### src/rtl/multicycle_controller_if.sv
// Signal bundle between the multicycle datapath and its control FSM.
// The datapath side (master) drives opcode/funct/zero; the controller (slave) drives the strobes and selects.
interface multicycle_controller_if;
    logic [5:0] opcode;
    logic [5:0] funct;
    logic       zero;
    logic       pcen;
    logic       irwrite;
    logic       regwrite;
    logic       memwrite;
    logic       iord;
    logic       alusrca;
    logic       regdst;
    logic       memtoreg;
    logic [1:0] alusrcb;
    logic [1:0] pcsrc;
    logic [2:0] alucontrol;
    logic [3:0] state;

    modport master (
        output opcode, funct, zero,
        input  pcen, irwrite, regwrite, memwrite, iord, alusrca, regdst,
               memtoreg, alusrcb, pcsrc, alucontrol, state
    );

    modport slave (
        input  opcode, funct, zero,
        output pcen, irwrite, regwrite, memwrite, iord, alusrca, regdst,
               memtoreg, alusrcb, pcsrc, alucontrol, state
    );
endinterface

### src/rtl/multicycle_controller.sv
// Moore control FSM for a MIPS-style multicycle datapath (lw/sw/R-type/beq/addi/j).
// Define MC_CTRL_JUMP_EN to implement the JEX state; otherwise opcode 000010 decodes as a NOP.
module multicycle_controller (
    input  logic                   clk,
    input  logic                   reset,
    multicycle_controller_if.slave bus
);
    localparam logic [5:0] OP_RTYPE = 6'b000000;
    localparam logic [5:0] OP_LW    = 6'b100011;
    localparam logic [5:0] OP_SW    = 6'b101011;
    localparam logic [5:0] OP_BEQ   = 6'b000100;
    localparam logic [5:0] OP_ADDI  = 6'b001000;
`ifdef MC_CTRL_JUMP_EN
    localparam logic [5:0] OP_J     = 6'b000010;
`endif

    typedef enum logic [3:0] {
        S_FETCH   = 4'd0,
        S_DECODE  = 4'd1,
        S_MEMADR  = 4'd2,
        S_MEMRD   = 4'd3,
        S_MEMWB   = 4'd4,
        S_MEMWR   = 4'd5,
        S_RTYPEEX = 4'd6,
        S_RTYPEWB = 4'd7,
        S_BEQEX   = 4'd8,
        S_ADDIEX  = 4'd9,
`ifdef MC_CTRL_JUMP_EN
        S_JEX     = 4'd11,
`endif
        S_ADDIWB  = 4'd10
    } state_t;

    state_t state_q, state_d;

    logic       pcwrite, branch;
    logic       irwrite_raw, regwrite_raw, memwrite_raw;
    logic       iord, alusrca, regdst, memtoreg;
    logic [1:0] alusrcb, pcsrc;
    logic [2:0] alucontrol;

    always_comb begin
        state_d = S_FETCH;
        case (state_q)
            S_FETCH:  state_d = S_DECODE;
            S_DECODE: begin
                case (bus.opcode)
                    OP_LW, OP_SW: state_d = S_MEMADR;
                    OP_RTYPE:     state_d = S_RTYPEEX;
                    OP_BEQ:       state_d = S_BEQEX;
                    OP_ADDI:      state_d = S_ADDIEX;
`ifdef MC_CTRL_JUMP_EN
                    OP_J:         state_d = S_JEX;
`endif
                    default:      state_d = S_FETCH;
                endcase
            end
            S_MEMADR:  state_d = (bus.opcode == OP_SW) ? S_MEMWR : S_MEMRD;
            S_MEMRD:   state_d = S_MEMWB;
            S_RTYPEEX: state_d = S_RTYPEWB;
            S_ADDIEX:  state_d = S_ADDIWB;
            // Terminal states and unused encodings all return to FETCH.
            default:   state_d = S_FETCH;
        endcase
    end

    always_ff @(posedge clk) begin
        if (reset) begin
            state_q <= S_FETCH;
        end else begin
            state_q <= state_d;
        end
    end

    always_comb begin
        pcwrite      = 1'b0;
        branch       = 1'b0;
        irwrite_raw  = 1'b0;
        regwrite_raw = 1'b0;
        memwrite_raw = 1'b0;
        iord         = 1'b0;
        alusrca      = 1'b0;
        regdst       = 1'b0;
        memtoreg     = 1'b0;
        alusrcb      = 2'b00;
        pcsrc        = 2'b00;
        alucontrol   = 3'b010;
        case (state_q)
            S_FETCH: begin
                alusrcb     = 2'b01;
                irwrite_raw = 1'b1;
                pcwrite     = 1'b1;
            end
            S_DECODE: alusrcb = 2'b11;
            S_MEMADR: begin
                alusrca = 1'b1;
                alusrcb = 2'b10;
            end
            S_MEMRD: iord = 1'b1;
            S_MEMWB: begin
                memtoreg     = 1'b1;
                regwrite_raw = 1'b1;
            end
            S_MEMWR: begin
                iord         = 1'b1;
                memwrite_raw = 1'b1;
            end
            S_RTYPEEX: begin
                alusrca = 1'b1;
                case (bus.funct)
                    6'b100010: alucontrol = 3'b110;
                    6'b100100: alucontrol = 3'b000;
                    6'b100101: alucontrol = 3'b001;
                    6'b101010: alucontrol = 3'b111;
                    default:   alucontrol = 3'b010;
                endcase
            end
            S_RTYPEWB: begin
                regdst       = 1'b1;
                regwrite_raw = 1'b1;
            end
            S_BEQEX: begin
                alusrca    = 1'b1;
                alucontrol = 3'b110;
                pcsrc      = 2'b01;
                branch     = 1'b1;
            end
            S_ADDIEX: begin
                alusrca = 1'b1;
                alusrcb = 2'b10;
            end
            S_ADDIWB: regwrite_raw = 1'b1;
`ifdef MC_CTRL_JUMP_EN
            S_JEX: begin
                pcsrc   = 2'b10;
                pcwrite = 1'b1;
            end
`endif
            default: ;
        endcase
    end

    // Reset gates the write strobes immediately so an aborted instruction never commits.
    assign bus.pcen       = (pcwrite | (branch & bus.zero)) & ~reset;
    assign bus.irwrite    = irwrite_raw & ~reset;
    assign bus.regwrite   = regwrite_raw & ~reset;
    assign bus.memwrite   = memwrite_raw & ~reset;
    assign bus.iord       = iord;
    assign bus.alusrca    = alusrca;
    assign bus.regdst     = regdst;
    assign bus.memtoreg   = memtoreg;
    assign bus.alusrcb    = alusrcb;
    assign bus.pcsrc      = pcsrc;
    assign bus.alucontrol = alucontrol;
    assign bus.state      = state_q;
endmodule

### src/flat_wrapper.sv
// flat-port wrapper written by rule: the top's interface ports become plain ports
module multicycle_controller_flat 
  (clk, reset, bus_opcode, bus_funct, bus_zero, bus_pcen, bus_irwrite, bus_regwrite, bus_memwrite, bus_iord, bus_alusrca, bus_regdst, bus_memtoreg, bus_alusrcb, bus_pcsrc, bus_alucontrol, bus_state);
  multicycle_controller_if bus_i ();
  input  logic clk;
  input  logic reset;
  input wire logic [$bits(bus_i.opcode)-1:0] bus_opcode;
  input wire logic [$bits(bus_i.funct)-1:0] bus_funct;
  input wire logic [$bits(bus_i.zero)-1:0] bus_zero;
  output wire logic [$bits(bus_i.pcen)-1:0] bus_pcen;
  output wire logic [$bits(bus_i.irwrite)-1:0] bus_irwrite;
  output wire logic [$bits(bus_i.regwrite)-1:0] bus_regwrite;
  output wire logic [$bits(bus_i.memwrite)-1:0] bus_memwrite;
  output wire logic [$bits(bus_i.iord)-1:0] bus_iord;
  output wire logic [$bits(bus_i.alusrca)-1:0] bus_alusrca;
  output wire logic [$bits(bus_i.regdst)-1:0] bus_regdst;
  output wire logic [$bits(bus_i.memtoreg)-1:0] bus_memtoreg;
  output wire logic [$bits(bus_i.alusrcb)-1:0] bus_alusrcb;
  output wire logic [$bits(bus_i.pcsrc)-1:0] bus_pcsrc;
  output wire logic [$bits(bus_i.alucontrol)-1:0] bus_alucontrol;
  output wire logic [$bits(bus_i.state)-1:0] bus_state;
  assign bus_i.opcode = bus_opcode;
  assign bus_i.funct = bus_funct;
  assign bus_i.zero = bus_zero;
  assign bus_pcen = bus_i.pcen;
  assign bus_irwrite = bus_i.irwrite;
  assign bus_regwrite = bus_i.regwrite;
  assign bus_memwrite = bus_i.memwrite;
  assign bus_iord = bus_i.iord;
  assign bus_alusrca = bus_i.alusrca;
  assign bus_regdst = bus_i.regdst;
  assign bus_memtoreg = bus_i.memtoreg;
  assign bus_alusrcb = bus_i.alusrcb;
  assign bus_pcsrc = bus_i.pcsrc;
  assign bus_alucontrol = bus_i.alucontrol;
  assign bus_state = bus_i.state;
  multicycle_controller u_core (.clk(clk), .reset(reset), .bus(bus_i));
endmodule
### config.mk
export PLATFORM = sky130hd
export DESIGN_NAME = multicycle_controller_flat
export DESIGN_NICKNAME = d
export VERILOG_FILES = /design/src/rtl/multicycle_controller_if.sv /design/src/rtl/multicycle_controller.sv /design/src/flat_wrapper.sv
export SDC_FILE = /design/constraint.sdc
export NUM_CORES = 1
export LEC_CHECK = 0
export BUFFER_PORTS_ARGS = -buffer_cell sky130_fd_sc_hd__buf_2
export CORE_AREA = 2 2 39 41
export CTS_CLUSTER_DIAMETER = 30
export DETAILED_ROUTE_END_ITERATION = 10
export DIE_AREA = 0 0 41 43
export PLACE_DENSITY = 0.83
export SYNTH_ARGS = -nofsm -noshare
export SYNTH_HDL_FRONTEND = slang
export SYNTH_SLANG_ARGS = --single-unit
export TNS_END_PERCENT = 20
### constraint.sdc
create_clock -name clk -period 1.8 [get_ports clk]
set_input_delay 0.36 -clock clk [delete_from_list [all_inputs] [get_ports clk]]
set_output_delay 0.36 -clock clk [all_outputs]
set_load 0.02 [all_outputs]
==> impl_summary.log, run 1 <==
INFO  metric slew_violations = 0
INFO  metric netlist_instances = 72
INFO  metric postSynthRegisterBits = 4
INFO  metric syn-mean-instance-area = 6.604 um^2
INFO  metric crit_path_start_kind = flip-flop
INFO  metric num_rows = 14
INFO  metric area_of_the_core_region = 1384 um^2
INFO  metric layout_worst_path_cycle_share = 98.02%
INFO  metric final_antenna_diode_count = 0
INFO  metric gp_routability_congestion = 0.8294
INFO  metric synth_area_leaders = sky130_fd_sc_hd__dfxtp_1 17%, sky130_fd_sc_hd__nor2_1 7.1%, sky130_fd_sc_hd__nor3_1 6.3%
INFO  metric number_of_clock_buffers_inserted_by_tritoncts = 3
INFO  metric number_of_global_route_vias_before_repair = 526
INFO  metric detail_route.wl_per_cell = 11.63 um
INFO  metric drc = 0
INFO  metric hold_path.class = primary input to flip-flop
INFO  metric fill_cells = 138
INFO  metric cts-root-buf = sky130_fd_sc_hd__clkbuf_4
INFO  metric cts_post_setup_buffers_inserted = 0
INFO  metric timing.setup.critical_path_class = flip-flop to output port
INFO  metric detailedPlacementHpwl = 1.181 mm
INFO  metric clock_tree.htree_level_count = 1
INFO  metric cts_tree = yes
INFO  metric power_density = 422.0 nW/um^2
INFO  metric port_buffers = 32
INFO  metric initial_core_util = 34.36%
INFO  metric drive_gt1_share = 49.53%
INFO  metric outcome = completed
INFO  metric report.final.setup_viol = 0
INFO  metric synth_largest_type_area_fraction = 16.84%
INFO  metric wire_length_after_detailed_routing = 1.431 mm
INFO  metric detail-route-antenna-nets = 0
INFO  metric layout.cells.most_common = sky130_fd_sc_hd__buf_2
INFO  metric post_drt_via_cell_ratio = 5.350
INFO  metric power.sequential.fraction = 32.4%
INFO  metric largest_register_ff_count = 4
INFO  metric grt_overflow_total = 0
INFO  metric swShare = 32.10%
INFO  metric finalHoldWorstSlack = 442.4 ps
INFO  metric path_cells = buf_4 -> or3_1 -> nor3_1 -> buf_2
INFO  metric ir_drop_worst_vdd = 259.4 uV
INFO  metric power.internal = 0.0002040 W
INFO  metric cell_with_the_biggest_individual_delay_on_the_critical_path = sky130_fd_sc_hd__or3_1
INFO  metric cp_slowest_stage_delay = 380 ps
INFO  metric proportion_of_power_drawn_by_the_clock_network = 38.0%
INFO  metric critPathMaxFanout = 6
INFO  metric detailedRoute.firstIterationViolations = 6
INFO  metric synthesis.area = 475.5 um^2
INFO  metric power.total = 0.0003004 W
INFO  metric clock_insertion_delay_worst_skew = 240 ps
INFO  metric synth_cell_type_count = 34
INFO  metric seq_area = 86.33 um^2
INFO  metric first_pass_iters = 4
INFO  metric layout_common_cells = 32 x sky130_fd_sc_hd__buf_2, 8 x sky130_fd_sc_hd__nor2_1, 6 x sky130_fd_sc_hd__buf_4
INFO  metric dr_total_vias = 658
INFO  metric final_util = 51.45%
INFO  metric fin_worst_skew = 2.304 ps
INFO  metric syn-num-nets = 87
INFO  metric achievable-frequency = 566.8 MHz
INFO  metric max-clock-path-buffers = 2
INFO  metric place_inst = 120
INFO  metric antenna_found_initial = 0
INFO  metric die_w = 41 um
INFO  metric setup_tns = 0 ps
INFO  metric standby_leakage_power = 0.3504 nW
INFO  metric maxCapViolations = 0
INFO  metric grt_setup_unrepaired = yes
INFO  metric finalCriticalPeriod = 1764 ps
INFO  metric p_switching = 0.00009644 W
INFO  metric die-area = 1763 um^2
INFO  metric area_delta_synth_final = 49.74%
INFO  metric yosysWarningCount = 0
INFO  metric final-hold-violation-count = 0
INFO  metric clkTransAtPathRegs = 40 ps
INFO  metric p_comb_share = 29.7%
INFO  metric grt_pass1_wl = 2.063 mm
INFO  metric cts_sinks = 4
INFO  metric worstSetupEndpointType = output port
INFO  metric num_io_pins = 34
INFO  metric grt_start_max_net_pins = 11
INFO  metric layout.cells.non_filler = 123
INFO  metric die-height = 43 um
INFO  metric synth-seq-area-share = 16.84%
INFO  metric critPathRequiredTime = 1440 ps
INFO  metric multiInputGateArea = 362.8 um^2
INFO  metric cp.arrival = 1400 ps
INFO  metric track_usage = 16.37%
INFO  metric yosys.area.top_type = sky130_fd_sc_hd__dfxtp_1
INFO  metric layout.nets = 124
[timing repair]
item / CTS / global route
setup endpoints to repair: 1 / 3
hold buffers: 0 / 0
pin swaps: 1 / 1
gates cloned: 0 / 0
gates resized for setup: 4 / 4
[metal layers]
metal,part of all wire [%],vias to the layer above,GRT usage [%]
li1,-,331,-
met3,9.2,4,0
met4,1.7,0,6.000
met1,38,286,18.97
met2,51,37,29.69
met5,0,-,0
[worst max-delay path, delay by kind of cell, from the launching register on]
family	cells	cell delay, ps
and+or+nand+nor	2	510
DFF	1	320
buffers and inverters	2	340
[cells in the mapped netlist]
library cell / number
sky130_fd_sc_hd__nor2_1: 9
sky130_fd_sc_hd__nor3_1: 6
sky130_fd_sc_hd__nand2_1: 5
sky130_fd_sc_hd__a21oi_1: 4
sky130_fd_sc_hd__dfxtp_1: 4
sky130_fd_sc_hd__inv_1: 4
sky130_fd_sc_hd__o21ai_0: 4
sky130_fd_sc_hd__clkbuf_1: 3
sky130_fd_sc_hd__nand2b_1: 3
sky130_fd_sc_hd__a31oi_1: 2
sky130_fd_sc_hd__and3_1: 2
sky130_fd_sc_hd__buf_4: 2
sky130_fd_sc_hd__o21bai_1: 2
sky130_fd_sc_hd__or4_4: 2
sky130_fd_sc_hd__a211o_1: 1
sky130_fd_sc_hd__a211oi_2: 1
sky130_fd_sc_hd__a311o_1: 1
sky130_fd_sc_hd__and2_1: 1
sky130_fd_sc_hd__buf_1: 1
sky130_fd_sc_hd__conb_1: 1
sky130_fd_sc_hd__mux2i_1: 1
sky130_fd_sc_hd__nand3_1: 1
sky130_fd_sc_hd__nand4_1: 1
sky130_fd_sc_hd__nand4b_1: 1
sky130_fd_sc_hd__nor2b_1: 1
sky130_fd_sc_hd__nor4_1: 1
sky130_fd_sc_hd__nor4bb_1: 1
sky130_fd_sc_hd__o2111ai_1: 1
sky130_fd_sc_hd__o21ai_1: 1
sky130_fd_sc_hd__or2_2: 1
sky130_fd_sc_hd__or3_1: 1
sky130_fd_sc_hd__or3b_2: 1
sky130_fd_sc_hd__xnor2_1: 1
sky130_fd_sc_hd__xor2_1: 1
[kinds of logic (layout without fill, tap and decap cells)]
logic type,count (synthesis),after routing,share of synthesized area (%)
compound gates,17,17,23.68
xor+xnor,2,2,3.685
buf+inv,10,45,9.471
flops,4,4,16.84
mux,1,1,2.105
other cells,1,1,0.7887
simple gates,37,37,43.43
[final cells by class]
| cell class | instances | share of cell area (%) |
|---|---|---|
| multi-input cells | 58 | 50.97 |
| repair buffers | 38 | 28.82 |
| flip-flops and latches | 4 | 12.13 |
| clock buffers | 3 | 3.163 |
| well taps | 16 | 2.812 |
| inverters | 4 | 2.109 |
[power by group through the flow]
stage	sequential (W)	clock [W]	combinational (W)
detailed placement	0.0000992	0	0.0000888
floorplan	0.0000986	0	0.0000504
global route	0.0000981	0.000115	0.0000976
finish	0.0000973	0.000114	0.0000891
CTS	0.0000984	0.000113	0.0000890
global placement	0.0000990	0	0.0000854
[final timing paths]
| path | start | cells after the start | slack [ps] | end |
|---|---|---|---|---|
| hold / removal | bus_opcode[3] | 4 | 440 | u_core.bus.state[2] |
| hold reg to reg | u_core.bus.state[3] | 3 | 620 | u_core.bus.state[0] |
| setup reg to reg | u_core.bus.state[1] | 5 | 350 | u_core.bus.state[2] |
| setup / recovery | u_core.bus.state[1] | 4 | 40 | bus_irwrite |
[stage by stage]
step / instance area, um^2 / worst slack [ps]
final: 711.9 / 35.70
after global routing: 711.9 / -41.56
after CTS: 703.2 / 8.280
after detailed placement: 675.6 / 8.898
after global placement: 675.6 / 23.59
after floorplan: 480.5 / -31.22
No activity file was read; power rests on OpenSTA's default activity.
==> inputs of run 2 (changes only) <==
CORE_AREA = not set   (was 2 2 39 41)
CORE_MARGIN = 2   (was not set)
CORE_UTILIZATION = 31   (was not set)
DIE_AREA = not set   (was 0 0 41 43)
PLACE_DENSITY = 0.75   (was 0.83)
==> impl_summary.log, run 2 (same netlist as run 1, synthesis figures left out) <==
INFO  metric antenna_found_initial = 0
INFO  metric slew_violations = 0
INFO  metric outcome = completed
INFO  metric detail_route.wl_per_cell = 12.00 um
INFO  metric num_rows = 14
INFO  metric final-hold-violation-count = 0
INFO  metric die_w = 43.16 um
INFO  metric achievable-frequency = 572.7 MHz
INFO  metric number_of_global_route_vias_before_repair = 579
INFO  metric critPathRequiredTime = 1440 ps
INFO  metric crit_path_start_kind = flip-flop
INFO  metric wire_length_after_detailed_routing = 1.476 mm
INFO  metric cp.arrival = 1390 ps
INFO  metric final_util = 49.49%
INFO  metric post_drt_via_cell_ratio = 5.301
INFO  metric fin_worst_skew = 3.512 ps
INFO  metric setup_tns = 0 ps
INFO  metric ir_drop_worst_vdd = 212.5 uV
INFO  metric dr_total_vias = 652
INFO  metric report.final.setup_viol = 0
INFO  metric clock_insertion_delay_worst_skew = 240 ps
INFO  metric clock_tree.htree_level_count = 1
INFO  metric layout.cells.most_common = sky130_fd_sc_hd__buf_2
INFO  metric drc = 0
INFO  metric largest_register_ff_count = 4
INFO  metric die-area = 1863 um^2
INFO  metric grt_start_max_net_pins = 9
INFO  metric regToRegSetupSlack = 300 ps
INFO  metric maxCapViolations = 0
INFO  metric cts-root-buf = sky130_fd_sc_hd__clkbuf_4
INFO  metric detailedPlacementHpwl = 1.177 mm
INFO  metric layout.nets = 124
INFO  metric worstSetupEndpointType = output port
INFO  metric dp_slack = -13.29 ps
INFO  metric standby_leakage_power = 0.3546 nW
INFO  metric cts_hold_repair.buffers = 0
INFO  metric initial_core_util = 32.31%
INFO  metric track_usage = 15.74%
INFO  metric gp_routability_congestion = 0.8646
INFO  metric die-height = 43.16 um
INFO  metric hold_path.class = primary input to flip-flop
INFO  metric final_antenna_diode_count = 0
INFO  metric grt_overflow_total = 0
INFO  metric cts_sinks = 4
INFO  metric drive_gt1_share = 52.34%
INFO  metric grt_setup_unrepaired = no
INFO  metric grt_pass1_wl = 2.228 mm
INFO  metric placement.cell_area = 675.6 um^2
INFO  metric layout_worst_path_cycle_share = 97.00%
INFO  metric area_delta_synth_final = 53.16%
INFO  metric first_pass_iters = 4
INFO  metric finalHoldWorstSlack = 473.4 ps
INFO  metric fin_area = 728.2 um^2
INFO  metric detailedRoute.firstIterationViolations = 12
INFO  metric area_of_the_core_region = 1471 um^2
INFO  metric max-clock-path-buffers = 2
INFO  metric power_density = 409.3 nW/um^2
INFO  metric finalCriticalPeriod = 1746 ps
INFO  metric layout_common_cells = 31 x sky130_fd_sc_hd__buf_2, 8 x sky130_fd_sc_hd__nor2_1, 7 x sky130_fd_sc_hd__buf_4
INFO  metric clkTransAtPathRegs = 40 ps
INFO  metric number_of_clock_buffers_inserted_by_tritoncts = 3
INFO  metric port_buffers = 32
INFO  metric detail-route-antenna-nets = 0
INFO  metric cts_tree = yes
INFO  metric cts_post_setup_buffers_inserted = 0
INFO  metric least_setup_slack_across_all_paths_after_layout = 53.97 ps
INFO  metric critPathMaxFanout = 7
INFO  metric num_io_pins = 34
INFO  metric timing.setup.critical_path_class = flip-flop to output port
-- run 2: cell counts in the layout (fill, tap and decap cells not counted) --
Identical to the previous run, type by type.
-- run 2: timing repair --
| action | in CTS | in global routing |
|---|---|---|
| gates resized for setup | 4 | 9 |
| pin swaps | 0 | 1 |
| hold endpoints to repair | 0 | 0 |
| endpoints found under the setup margin | 2 | 5 |
| cloned | 0 | 0 |
-- run 2: through the flow --
stage                     power (W)  cells
after global routing      0.0003094    123
final                     0.0002980    123
after global placement    0.0001842    120
after detailed placement  0.0001871    120
after floorplan           0.0001490     72
after CTS                 0.0002998    123
-- run 2: final timing paths --
path                        from                  end  cells after the start
max          u_core.bus.state[1]         bus_memwrite                      4
max reg2reg  u_core.bus.state[1]  u_core.bus.state[2]                      5
min                bus_opcode[3]  u_core.bus.state[2]                      4
min reg2reg  u_core.bus.state[1]  u_core.bus.state[2]                      2
-- run 2: power by group --
| part | internal (W) | switching, W | total [W] |
|---|---|---|---|
| Sequential | 0.0000912 | 0.00000709 | 0.0000983 |
| Combinational | 0.0000384 | 0.0000515 | 0.0000900 |
| Clock | 0.0000744 | 0.0000353 | 0.000110 |
| Total | 0.000204 | 0.0000939 | 0.000298 |
-- run 2: routing by layer --
layer	up-vias	routed length (um)	global-route usage, %
li1	330	-	-
met1	295	602	17.14
met2	25	781	28.96
met3	2	78	2.553
met4	0	13	7.273
met5	-	0	0
-- run 2: layout make-up --
cell class | count | area (um^2)
clock buffer | 3 | 22.52
tap | 16 | 20.02
timing repair buffer | 38 | 207.7
sequential | 4 | 87.58
multi-input combinational | 58 | 375.4
fill | 157 | 743.2
inverter | 4 | 15.01
-- run 2: worst max-delay path, stage by stage (launching register included) --
cell	delay, ps
sky130_fd_sc_hd__dfxtp_4	360
sky130_fd_sc_hd__buf_4	170
sky130_fd_sc_hd__nand2b_1	260
sky130_fd_sc_hd__nor3_1	170
sky130_fd_sc_hd__buf_2	190
